<file path="src/rtl/if_fetch_pkg.sv">
// Shared types and constants for the instruction-fetch stage.
package if_fetch_pkg;

  localparam int unsigned INST_ADDR_W = 32;
  localparam int unsigned INST_W      = 32;
  localparam int unsigned BYTE_W      = 8;
  localparam int unsigned CNT_W       = 2;

  localparam logic [INST_ADDR_W-1:0] ZERO_WORD  = 32'h0000_0000;
  localparam logic [INST_ADDR_W-1:0] RST_PC     = 32'h0000_0000;
  localparam logic                   RST_ENABLE = 1'b1;
  localparam logic [INST_ADDR_W-1:0] WORD_MASK  = 32'hFFFF_FFFC;
  localparam logic [INST_ADDR_W-1:0] PC_STEP    = 32'd4;

  typedef enum logic {
    IF_FETCH = 1'b0,
    IF_HOLD  = 1'b1
  } if_state_e;

  // Payload handed to the if_id pipeline register.
  typedef struct packed {
    logic [INST_ADDR_W-1:0] pc;
    logic [INST_W-1:0]      inst;
  } if_out_t;

endpackage

</file>
<file path="src/rtl/if_fetch_pc_reg.sv">
// Program counter: reset, redirect and +4 advance (rst > branch > advance).
module pc_reg
  import if_fetch_pkg::*;
#(
  parameter logic [INST_ADDR_W-1:0] RESET_PC = RST_PC
) (
  input  logic                   clk,
  input  logic                   rst,
  input  logic                   branch,
  input  logic [INST_ADDR_W-1:0] branch_target,
  input  logic                   advance,
  output logic [INST_ADDR_W-1:0] pc
);

  always_ff @(posedge clk) begin
    if (rst == RST_ENABLE) begin
      pc <= RESET_PC & WORD_MASK;
    end else if (branch) begin
      pc <= branch_target & WORD_MASK;
    end else if (advance) begin
      pc <= pc + PC_STEP;
    end
  end

endmodule

</file>
<file path="src/rtl/if_fetch.sv">
// Instruction fetch: assembles each word from four byte reads and presents it to if_id.
module if_fetch
  import if_fetch_pkg::*;
#(
  parameter logic [INST_ADDR_W-1:0] RESET_PC = RST_PC
) (
  input  logic                   clk,
  input  logic                   rst,
  input  logic                   stall_i,
  input  logic                   branch_i,
  input  logic [INST_ADDR_W-1:0] branch_target_i,
  output logic                   mem_req,
  output logic [INST_ADDR_W-1:0] mem_addr,
  input  logic                   mem_ack,
  input  logic [BYTE_W-1:0]      mem_rdata,
  output logic                   if_valid,
  output logic [INST_ADDR_W-1:0] if_pc,
  output logic [INST_W-1:0]      if_inst
);

  if_state_e              state;
  logic [CNT_W-1:0]       byte_cnt;
  logic [23:0]            inst_buf;
  logic [BYTE_W-1:0]      hold_byte;
  logic [INST_ADDR_W-1:0] pc;
  if_out_t                out_q;
  logic                   last_ack;
  logic                   slot_free;
  logic                   advance;

  assign mem_req  = (state == IF_FETCH);
  assign mem_addr = pc + {30'b0, byte_cnt};

  assign last_ack  = (state == IF_FETCH) && mem_ack && (byte_cnt == 2'd3);
  assign slot_free = !if_valid || !stall_i;
  assign advance   = !branch_i && ((last_ack && slot_free) || (state == IF_HOLD && !stall_i));

  assign if_pc   = out_q.pc;
  assign if_inst = out_q.inst;

  pc_reg #(.RESET_PC(RESET_PC)) u_pc_reg (
    .clk           (clk),
    .rst           (rst),
    .branch        (branch_i),
    .branch_target (branch_target_i),
    .advance       (advance),
    .pc            (pc)
  );

  // FSM, byte assembly and output register; redirect discards everything in flight.
  always_ff @(posedge clk) begin
    if (rst == RST_ENABLE) begin
      state     <= IF_FETCH;
      byte_cnt  <= '0;
      inst_buf  <= '0;
      hold_byte <= '0;
      if_valid  <= 1'b0;
      out_q     <= '{pc: ZERO_WORD, inst: ZERO_WORD};
    end else if (branch_i) begin
      state    <= IF_FETCH;
      byte_cnt <= '0;
      if_valid <= 1'b0;
    end else begin
      if (if_valid && !stall_i) begin
        if_valid <= 1'b0;
      end
      case (state)
        IF_FETCH: begin
          if (mem_ack) begin
            case (byte_cnt)
              2'd0: inst_buf[7:0]   <= mem_rdata;
              2'd1: inst_buf[15:8]  <= mem_rdata;
              2'd2: inst_buf[23:16] <= mem_rdata;
              default: ;
            endcase
            if (byte_cnt != 2'd3) begin
              byte_cnt <= byte_cnt + 2'd1;
            end else if (slot_free) begin
              if_valid <= 1'b1;
              out_q    <= '{pc: pc, inst: {mem_rdata, inst_buf}};
              byte_cnt <= '0;
            end else begin
              hold_byte <= mem_rdata;
              state     <= IF_HOLD;
            end
          end
        end
        IF_HOLD: begin
          if (!stall_i) begin
            if_valid <= 1'b1;
            out_q    <= '{pc: pc, inst: {hold_byte, inst_buf}};
            byte_cnt <= '0;
            state    <= IF_FETCH;
          end
        end
        default: state <= IF_FETCH;
      endcase
    end
  end

endmodule

</file>
<file path="config.mk">
export PLATFORM = sky130hd
export DESIGN_NAME = if_fetch
export DESIGN_NICKNAME = d
export VERILOG_FILES = /design/src/rtl/if_fetch_pkg.sv /design/src/rtl/if_fetch_pc_reg.sv /design/src/rtl/if_fetch.sv
export SDC_FILE = /design/constraint.sdc
export NUM_CORES = 1
export LEC_CHECK = 0
export ABC_AREA = 1
export BUFFER_PORTS_ARGS = -buffer_cell sky130_fd_sc_hd__buf_2
export CAP_MARGIN = 10
export CORE_MARGIN = 2
export CORE_UTILIZATION = 40
export DETAILED_ROUTE_END_ITERATION = 10
export GPL_TIMING_DRIVEN = 0
export PLACE_DENSITY = 0.63
export SKIP_CTS_REPAIR_TIMING = 1
export SLEW_MARGIN = 25
export SYNTH_ARGS = -nofsm -noshare
export SYNTH_HDL_FRONTEND = slang
export SYNTH_SLANG_ARGS = --single-unit
</file>
<file path="constraint.sdc">
create_clock -name clk -period 3.7 [get_ports clk]
set_input_delay 0.37 -clock clk [delete_from_list [all_inputs] [get_ports clk]]
set_output_delay 0.37 -clock clk [all_outputs]
set_load 0.02 [all_outputs]
</file>
# After elaboration in Yosys (flattened, before gate mapping)
# Cells that the tools add are included.
# classes
muxes,23
n_reduce_logical,20
n_eq_ne,9
add_sub_neg,3
n_bitwise,4
# ops
op,n
$mux W64,4
$pmux W64 S2,1
$mux W32,2
$add A32 B2 Y32,1
$add A32 B3 Y32 const B,1
$reduce_and A4 Y1,3
$reduce_and A5 Y1,2
$mux W1,9
$mux W2,4
$logic_and A1 B1 Y1,6
$ne A2 B2 Y1 const B,3
$eq A2 B2 Y1 const B,2
$ne A2 B1 Y1 const B,2
$not A1 Y1,4
$pmux W1 S2,2
$pmux W2 S2,1
$logic_not A1 Y1,3
$ne A3 B1 Y1 const B,1
$reduce_and A3 Y1,1
$add A2 B1 Y2 const B,1
$eq A2 B1 Y1 const B,1
$logic_not A2 Y1,1
$logic_or A1 B1 Y1,2
$reduce_bool A2 Y1,1
$reduce_or A2 Y1,1
# totals
output_inout_bits,98
inputBits,45
reg_bits,132

# Longest topological paths before layout
# Gate-level depths: netlist of the first run.
# logic_depth
depth_word,8
depth_mapped,11

# Modules after synthesis
# Synthesis of the first run repeated with hierarchy kept, for this count alone.
# unflattened
cells_unflattened,1106
hier_area_um2,7293.2
# modules_own_cells
module,area_per_inst_um2,cells_per_inst,seq_area_each_um2,n_inst
if_fetch,5192.5,780,2001.9,1
pc_reg,2100.8,326,600.6,1

# Worst setup path after synthesis of the first run
# No wires, ideal clock.
# synth_timing
kind,register to register
start,reg u_pc_reg.pc[3]
end,reg u_pc_reg.pc[22]
required_ps,3563
setup_ps,137
arrival_time_ps,1539
path_stages_with_launch,11
setup_slack_ps,2025
path_cell_list,dfxtp_1 -> ha_1 -> nand2_1 -> nor2_2 -> nand2_2 -> nor2_4 -> nand2_1 -> nand2_1 -> nand3_1 -> nand2_1 -> a21oi_1
# synth_between
elab_chain_cells,3
# synth_lines
item,line_no,text
from (decl),if_fetch_pc_reg.sv:12,output logic [INST_ADDR_W-1:0] pc
from (signal assigned),if_fetch_pc_reg.sv:17,pc <= RESET_PC & WORD_MASK;
from (signal assigned),if_fetch_pc_reg.sv:19,pc <= branch_target & WORD_MASK;
from (signal assigned),if_fetch_pc_reg.sv:21,pc <= pc + PC_STEP;
$add A32 B3 Y32,if_fetch_pc_reg.sv:21,
$mux W32,if_fetch_pc_reg.sv:20,end else if (advance) begin
$mux W32,if_fetch_pc_reg.sv:18,end else if (branch) begin
# No other way between the ends. The select of a mux whose other input is x is not followed.
# A chain may end at the register's enable or synchronous reset.

# Worst setup path after layout of the first run
# layout_timing
start,reg state
end,out mem_req
# layout_between
elab_chain_cells,1
# layout_lines
item,line_no,text
from (decl),if_fetch.sv:21,if_state_e state;
from (signal assigned),if_fetch.sv:53,state <= IF_FETCH;
from (signal assigned),if_fetch.sv:60,state <= IF_FETCH;
from (signal assigned),if_fetch.sv:84,state <= IF_HOLD;
$not A1 Y1 (no source line),n/a,
to (decl),if_fetch.sv:12,"output logic mem_req,"
# No other way between the ends.

==> metrics.txt, run 1 <==
drt pass-1 iters 5; Post-DRT Antenna Nets 0; Num CTS Buffers 17; RSZ-0062 raised after global routing no; post-DP HPWL 13300 µm; Root Buffer Master clkbuf_16; FFs w/ async S/R, synth 0; skew final 0.00868 ns; Fill cells 1500; Setup TNS Final 0 ns; vias in the first global route 5380; highest-count cells in the layout ignoring fill and taps nand2_1 (156), buf_2 (154), dfxtp_1 (128), nor2_1 (124), o21ai_0 (98); crit share post-route 0.525; Leakage 0.00324 µW; vias per cell 4.96; WL final 17800 µm; multi-input logic area 2700 µm²; number of synthesized flops with an enable pin 0; PwrDens 469 nW/µm²; post-synthesis cell count 827; Core ar. 14400 µm²; Die Y 124 µm; first-pass GRT wire length 28300 µm; largest net degree at the start of global routing 17; Max Cap Violations 0; DR WL/cell 15.0 µm; Max IR drop VDD 0.000309 V; Die W 124 µm; Initial Util 0.404; CP startpoint kind flip-flop; CP Class reg2out; gpl congestion 0.927; max reg flops 32; share of post-route cells with drive strength above 1 0.226; vias 5859; cell area after synthesis 5800 µm²; initial antenna violation count 0; transition time of the tightest slew-check pin 0.579 ns; commonest non-fill, non-tap cell in the layout nand2_1; IO Pins 143; syn_area_per_cell 7.02 µm²; Clk Latency, worst-skew pair 0.42 ns; max_slew headroom 0.614; 1st-iter DRT viols 486; Area Growth Syn to Fin 26.5%; num rows 44; final hold violation count 0; register bit count reported by yosys 128; GRT Residual Overflow 0; Layout Nets 1035; status complete, no violations; CP endpoint kind output port; Syn. warnings 0; final setup violation count 0; gr usage total 0.230; worst endpoint required time 3.33 ns; Clock transition at path regs 0.06 ns; GR Util met2 0.360; Port Buffers 138; fin crit period 1.94 ns; TritonCTS clock tree built; Arr. time, crit path 1.57 ns; GR peak layer met2; Clock Tree Buf Depth 2; post-synthesis sequential area ratio 0.442; M3 GR Usage 0.0498; min-delay worst type in2reg; DRC errors left 0; clock sinks 128; htree depth 4; dominant synthesized flop cell dfxtp_1; Max Clock Freq 514 MHz; antenna cells 0; M1 GR Usage 0.317; distinct cell type count after synthesis 33; CP max FO 10; die area 15500 µm²; final hold slack 0.226 ns; Slew Limit Fails 0; sequential cell area 2560 µm²
## cells by family (layout without fill, tap and decap cells)
kind of cell / count (synthesis) / after routing / synth area share
compound gates: 210 / 210 / 0.197
simple gates: 357 / 357 / 0.256
fa+ha+maj: 5 / 5 / 0.0108
flops: 128 / 128 / 0.442
buf+inv: 126 / 295 / 0.0940
other cells: 1 / 2 / 0.000646
## power by group
group	internal (µW)	total, µW	leakage (µW)	switching, µW
logic	87.4	255	0.00191	167
registers	1410	1450	0.00104	38.9
clock network	1100	1740	0.000292	641
total	2590	3440	0.00324	848
## metal layers
layer  vias up  part of all wire
li1       3018                 -
met1      2649              0.49
met2       171              0.44
met3        21             0.051
met4         0             0.013
met5         -                 0
## final timing paths
kind | startpoint | end | slack (ns) | cells past startpoint
setup / recovery | state | mem_req | 1.76 | 3
hold / removal | stall_i | state | 0.23 | 3
setup reg to reg | u_pc_reg.pc[3] | u_pc_reg.pc[22] | 1.84 | 10
hold reg to reg | hold_byte[2] | hold_byte[2] | 0.45 | 2
## final cells by class
cell class                      instances  share of cell area
Buffer                                 44              0.0324
Clock buffer                           19              0.0617
Tap cell                              184              0.0314
Clock inverter                         12              0.0215
Sequential cell                       128               0.349
Inverter                               82              0.0420
Timing Repair Buffer                  138              0.0941
Multi-Input combinational cell        574               0.368
## cell usage after synthesis, drive strengths merged, types with 2 or more instances
| cell type | n | share of area |
|---|---|---|
| inv | 74 | 0.048 |
| clkinv | 8 | 0.0052 |
| ha | 5 | 0.011 |
| nor2 | 130 | 0.088 |
| a31oi | 12 | 0.013 |
| dfxtp | 128 | 0.44 |
| a21oi | 69 | 0.061 |
| nand2 | 162 | 0.11 |
| nand3b | 2 | 0.0026 |
| o211ai | 7 | 0.0091 |
| nand3 | 55 | 0.047 |
| nand4 | 6 | 0.0065 |
| clkbuf | 17 | 0.011 |
| o21ai | 120 | 0.11 |
| buf | 27 | 0.030 |
## through the flow
stage | power [µW] | setup WS, ns | instance area, µm² | instances | utilization
floorplan | 1620 | 2.02 | 5810 | 828 | -
global placement | 1730 | 1.78 | 6730 | 1150 | 0.468
detailed placement | 1730 | 1.77 | 6730 | 1150 | 0.468
CTS | 3450 | 1.73 | 7340 | 1181 | 0.511
global route | 3550 | 1.66 | 7340 | 1181 | 0.511
finish | 3440 | 1.76 | 7340 | 1181 | 0.511
## worst max-delay path: stages (launching register included)
cell and delay [ns]:
dfxtp_1 0.37, inv_1 0.11, clkbuf_1 0.41, buf_2 0.26
Note: power is estimated with default switching activity, not from simulation.
==> inputs of run 2 (changes only) <==
--- a/config.mk
+++ b/config.mk
@@ -5,14 +5,14 @@
 export SDC_FILE = /design/constraint.sdc
 export NUM_CORES = 1
 export LEC_CHECK = 0
-export ABC_AREA = 1
+export ABC_AREA = 0
 export BUFFER_PORTS_ARGS = -buffer_cell sky130_fd_sc_hd__buf_2
 export CAP_MARGIN = 10
 export CORE_MARGIN = 2
 export CORE_UTILIZATION = 40
 export DETAILED_ROUTE_END_ITERATION = 10
 export GPL_TIMING_DRIVEN = 0
-export PLACE_DENSITY = 0.63
+export PLACE_DENSITY = 0.65
 export SKIP_CTS_REPAIR_TIMING = 1
 export SLEW_MARGIN = 25
 export SYNTH_ARGS = -nofsm -noshare
==> constraint.sdc (replaced) <==
create_clock -name clk -period 1.65 [get_ports clk]
set_input_delay 0.165 -clock clk [delete_from_list [all_inputs] [get_ports clk]]
set_output_delay 0.165 -clock clk [all_outputs]
set_load 0.02 [all_outputs]
==> run 2 against run 1 <==
The run now ends with negative hold slack, negative setup slack left. Clock-buffer cell count rose by 5. Core utilization is 5.9 points higher. Setup slack worse by 1.9 ns. Highest routed layer unchanged. Critical path type is now reg2reg.
==> metrics.txt, run 2 <==
status finished with violations; violated checks negative hold slack, negative setup slack; Clock transition at path regs 0.06 ns (about the same); most common cell in the netlist dfxtp_1; post-synthesis cell count 694 (-16%); final core occ 0.570 (+0.0589); Max Cap Violations 0 (unchanged); worst endpoint required time 1.97 ns (-1.36 ns); skew final 0.00743 ns (-0.00125 ns); switching power 1890 µW (+120%); distinct cell type count after synthesis 60 (+82%); vias per cell 5.50 (+11%); Leakage 0.00313 µW (-3.5%); initial antenna violation count 0 (unchanged); fin crit period 1.84 ns; Post-Synth Adder-Cell Area 0.0109 (+0.000141); final hold violation count 1 (+1); max layer used met4; cell area after synthesis 5730 µm² (-1.3%); number of synthesized flops with an enable pin 0 (unchanged); commonest non-fill, non-tap cell in the layout buf_2; flop2flop setup slack -0.19 ns (-2.03 ns); DRC errors left 0 (unchanged); vias 5891 (+0.55%); PwrDens 977 nW/µm² (+110%); GRT Residual Overflow 0 (unchanged); IO Pins 143 (unchanged); switching share of total power 0.244 (-0.00295); WL final 18600 µm (+4.6%); vias in the first global route 5231 (-2.8%); Internal 5870 µW (+130%); highest-count cells in the layout ignoring fill and taps buf_2 (140), nand2_1 (120), dfxtp_1 (101), a21oi_1 (83), o21ai_0 (47); largest net degree at the start of global routing 17 (unchanged); Slew Limit Fails 0 (unchanged); Core ar. 13900 µm² (-3.0%); DR WL met2 8920 µm (+13%); dominant synthesized flop cell dfxtp_1; worst slack, placed -0.699 ns (-2.46 ns); transition time of the tightest slew-check pin 0.726 ns (+0.147 ns); met3 routed WL 1260 µm (+40%); Fill cells 1310 (-13%); Worst Path Buf+Inv 1 (-2); Die W 124 µm (-0.63%); simple-gate share of the synthesized area 0.222 (-0.0340); syn_area_per_cell 8.25 µm² (+18%); clock sinks 128 (unchanged); Clk Latency, worst-skew pair 0.43 ns (about the same); htree depth 4 (unchanged); crit share post-route 1.11; complex-gate fraction of the synthesized area 0.217 (+0.0203); CP top delay family simple AND/OR/NAND/NOR gates; CP endpoint kind flip-flop; Cells after DPL 1013 (-12%); mux contribution to synthesized area 0.0297 (+0.0297); final setup violation count 14 (+14); min-delay worst type in2reg; Initial Util 0.411 (+0.00719); final worst setup slack -0.188 ns (-1.94 ns); Yosys top cell by area dfxtp_1; Clock Tree Buf Depth 2 (unchanged); final std cells w/o fill 1072 (-9.2%); post-DP HPWL 12700 µm (-4.4%); Layout Nets 929 (-10%); share of post-route cells with drive strength above 1 0.332 (+0.106); Max IR drop VDD 0.000627 V (+100%); CP max FO 7 (-3); Area Growth Syn to Fin 38.6%; CP startpoint kind flip-flop; Syn. warnings 0 (unchanged); Routed met1 length 7930 µm (-9.2%); Comb pwr share 0.078 (+0.004); RSZ-0062 raised after global routing yes; top post-synthesis cells by count dfxtp_1 (128), nand2_1 (121), a21oi_1 (84); post-synthesis sequential area ratio 0.447 (+0.00579); CP Class reg2reg; sequential power share 0.421 (about the same); gpl congestion 0.834 (-10%); antenna cells 0 (unchanged); drt pass-1 iters 4 (-1); die area 15300 µm² (-1.2%); slowest stage cell, crit path or3_1; num rows 43 (-2.3%); DR WL/cell 17.3 µm (+15%); max reg flops 32 (unchanged); cell breakdown of the critical path ha_4 -> a21o_4 -> nand2_2 -> clkbuf_16 -> or3_1 -> a2111oi_4; final hold slack -0.00153 ns (-0.228 ns); first-pass GRT wire length 27400 µm (-3.2%); Die Y 124 µm (-0.63%); Max Clock Freq 544 MHz; CP peak stage delay 0.42 ns (about the same); Synth Area in XOR/XNOR 0.00765 (+0.00765); max_slew headroom 0.516 (-0.0980); Root Buffer Master clkbuf_16; largest family of logic cells by synthesized area simple AND/OR/NAND/NOR gates; Clock power frac 0.502 (-0.003); 1st-iter DRT viols 393 (-19%); TritonCTS clock tree built; Num CTS Buffers 17 (unchanged); register bit count reported by yosys 128 (unchanged); gr usage total 0.237 (+0.00725); FFs w/ async S/R, synth 0 (unchanged); post-synth top area share 0.447 (+0.00579); Area contributors post-synth dfxtp_1 (45%), nand2_1 (7.9%), a21oi_1 (7.3%); Arr. time, crit path 2.16 ns (+0.59 ns); Post-DRT Antenna Nets 0 (unchanged); Port Buffers 138 (unchanged)
run 2: cell families after synthesis:
kind of cell,Yosys count
mux,17
flops,128
buf+inv,70
xor+xnor,5
simple gates,258
other cells,1
compound gates,210
fa+ha+maj,5
run 2: layout make-up:
class | count | area [µm²] | share of cell area
plain buffers | 54 | 424 | 0.0534
flip-flops and latches | 128 | 2640 | 0.332
multi-input cells | 497 | 3020 | 0.381
clock buffers | 24 | 514 | 0.0648
clock inverters | 8 | 98.8 | 0.0125
repair buffers | 169 | 971 | 0.122
inverters | 12 | 45.0 | 0.00568
well taps | 180 | 225 | 0.0284
run 2: stage by stage:
stage | power, µW | cell area, µm² | TNS, ns
2_1_floorplan | 3640 | 5860 | -0.289
3_3_place_gp | 3890 | 6780 | -38.13
3_5_place_dp | 3890 | 6780 | -42.86
4_1_cts | 7740 | 7390 | -36.15
5_1_grt | 8000 | 7940 | -4.94
6_report | 7750 | 7940 | -1.42
run 2: worst reg2reg max path: stages, from the launching register on:
cell and delay (ns):
dfxtp_4 0.37, ha_4 0.16, a21o_4 0.17, nand2_2 0.11, clkbuf_16 0.18, or3_1 0.42
a2111oi_4 0.32
run 2: path summary, 6_finish.rpt:
check / start / to / depth (start not counted)
max: byte_cnt[1] / u_pc_reg.pc[23] / 6
min: branch_target_i[4] / u_pc_reg.pc[4] / 3
max reg2reg: byte_cnt[1] / u_pc_reg.pc[23] / 6
min reg2reg: inst_buf[11] / inst_buf[11] / 2
run 2: power by group through the flow:
stage	clock (µW)	combinational [µW]	sequential (µW)
finish	3890	601	3260
global route	4070	652	3270
CTS	3920	556	3270
detailed placement	0	554	3330
global placement	0	553	3330
floorplan	0	269	3370
run 2: per-layer routing:
metal | global-route usage | vias up
met5 | 0 | -
met4 | 0.0966 | 0
met3 | 0.0517 | 42
met2 | 0.397 | 221
met1 | 0.296 | 2767
li1 | - | 2861
==> inputs of run 3 (changes only) <==
==> constraint.sdc (replaced) <==
create_clock -name clk -period 1.65 [get_ports clk]
set_input_delay 0.165 -clock clk [delete_from_list [all_inputs] [get_ports clk]]
set_output_delay 0.165 -clock clk [all_outputs]
set_load 0.1 [all_outputs]
==> run 3 against run 2 <==
The run still ends with negative hold slack, negative setup slack left. First-iteration DRC count shrank 12%. Cell count is essentially flat. Largest cell class unchanged. Global-route usage rose by 1.3 points. Register-to-register slack improved by 0.03 ns. Flip-flop and latch count is the same. Largest power group unchanged. Clock-buffer cell count stayed put. Combinational power increased by 60%. Setup slack better by 0.027 ns.
==> metrics.txt, run 3 (synthesis results as in run 2) <==
die area 15300 µm² (unchanged); Initial Util 0.411 (unchanged); fin crit period 1.81 ns (-0.0269 ns); final hold slack -0.0112 ns (-0.00963 ns); DRC errors left 0 (unchanged); Area Growth Syn to Fin 43.0%; Clock transition at path regs 0.06 ns (about the same); status finished with violations; Die W 124 µm (unchanged); Core ar. 13900 µm² (unchanged); Clk Latency, worst-skew pair 0.44 ns (about the same); commonest non-fill, non-tap cell in the layout buf_2; CP max FO 7 (unchanged); Port Buffers 138 (unchanged); DP Area 6980 µm² (+3.0%); clock sinks 128 (unchanged); IO Pins 143 (unchanged); TritonCTS clock tree built; final setup violation count 55 (+41); Root Buffer Master clkbuf_16; Arr. time, crit path 2.15 ns (about the same); CP Class reg2reg; RSZ-0062 raised after global routing yes; CP endpoint kind flip-flop; GRT Residual Overflow 0 (unchanged); final instance area 8190 µm² (+3.2%); share of post-route cells with drive strength above 1 0.373 (+0.0411); skew final 0.00857 ns (+0.00114 ns); final worst setup slack -0.161 ns (+0.0269 ns); final hold violation count 5 (+4); min-delay worst type in2reg; Max Cap Violations 0 (unchanged); max_slew headroom 0.473 (-0.0429); Slew Limit Fails 0 (unchanged); violated checks negative hold slack, negative setup slack; final core occ 0.588 (+0.0181); crit share post-route 1.10 (-0.0163); worst slack, placed -0.766 ns (-0.0672 ns); transition time of the tightest slew-check pin 0.791 ns (+0.0644 ns); highest-count cells in the layout ignoring fill and taps buf_2 (141), nand2_1 (120), dfxtp_1 (94), a21oi_1 (80), nor2_1 (36); WL final 19600 µm (+5.7%); largest net degree at the start of global routing 17 (unchanged); vias in the first global route 5628 (+7.6%); Post-DRT Antenna Nets 0 (unchanged); Leakage 0.00320 µW (+2.2%); htree depth 4 (unchanged); Max IR drop VDD 0.000681 V (+8.6%); Max Clock Freq 552 MHz (+1.5%); Layout Nets 931 (+0.22%); max reg flops 32 (unchanged); PwrDens 991 nW/µm² (+1.4%); worst endpoint required time 1.99 ns (+0.02 ns); Die Y 124 µm (unchanged); vias 6071 (+3.1%); drt pass-1 iters 5 (+1); gpl congestion 0.877 (+5.1%); gr usage total 0.250 (+0.0134); Clock Tree Buf Depth 2 (unchanged); CP startpoint kind flip-flop; vias per cell 5.66 (+3.0%); num rows 43 (unchanged); initial antenna violation count 0 (unchanged); first-pass GRT wire length 29100 µm (+6.1%); antenna cells 0 (unchanged); Num CTS Buffers 17 (unchanged); post-DP HPWL 13300 µm (+4.6%); DR WL/cell 18.3 µm (+5.6%); 1st-iter DRT viols 347 (-12%)
[run 3: changes by cell type in the layout (fill, tap and decap cells not counted), moves of 7 or more]
cell     before  now
o21ai_0      47   13
o21ai_2       0   17
o21ai_1      18   35
dfxtp_1     101   94
dfxtp_4      16   29
buf_8         3   10
[run 3: per-stage QoR]
stage / std cells / hold WS [ns] / TNS, ns / power [µW]
after floorplan: 695 / 0.301 / -8.80 / 3980
after global placement: 1013 / 0.443 / -35.89 / 4220
after detailed placement: 1013 / 0.434 / -40.28 / 4240
after CTS: 1044 / -0.0160 / -28.72 / 8100
after global routing: 1073 / 0.00285 / -8.05 / 8340
final: 1073 / -0.0112 / -4.34 / 8120
[run 3: power breakdown]
| group | switching, µW | leakage [µW] | internal, µW | total [µW] |
|---|---|---|---|---|
| Clock | 1400 | 0.000312 | 2500 | 3900 |
| Sequential | 111 | 0.00106 | 3150 | 3260 |
| Combinational | 732 | 0.00183 | 228 | 959 |
| Total | 2240 | 0.00320 | 5870 | 8120 |
[run 3: layout make-up]
cell class	count	area [µm²]
Timing Repair Buffer	171	1020
Clock inverter	7	67.6
Inverter	12	48.8
Tap cell	180	225
Multi-Input combinational cell	497	3120
Clock buffer	24	557
Fill cell	1213	5750
Sequential cell	128	2680
Buffer	54	478
[run 3: critical path, cell delays in order, from the launching register on]
cell	delay, ns
dfxtp_4	0.38
ha_4	0.16
a21o_4	0.17
nand4_4	0.18
or4_4	0.56
a311oi_1	0.25
[run 3: final timing paths]
kind / startpoint / to / slack (ns) / depth (start not counted)
max reg2reg: byte_cnt[1] / u_pc_reg.pc[20] / -0.16 / 5
min: branch_target_i[17] / u_pc_reg.pc[17] / -0.01 / 3
max: byte_cnt[1] / u_pc_reg.pc[20] / -0.16 / 5
min reg2reg: if_pc[14] / if_pc[14] / 0.46 / 2
[run 3: routing by layer]
layer  GRT usage  vias up  wire length, µm
met2       0.416      251             9700
met5           0        -                0
met1       0.309     2888             8200
met4       0.115        0              574
li1            -     2885                -
met3      0.0563       47             1160
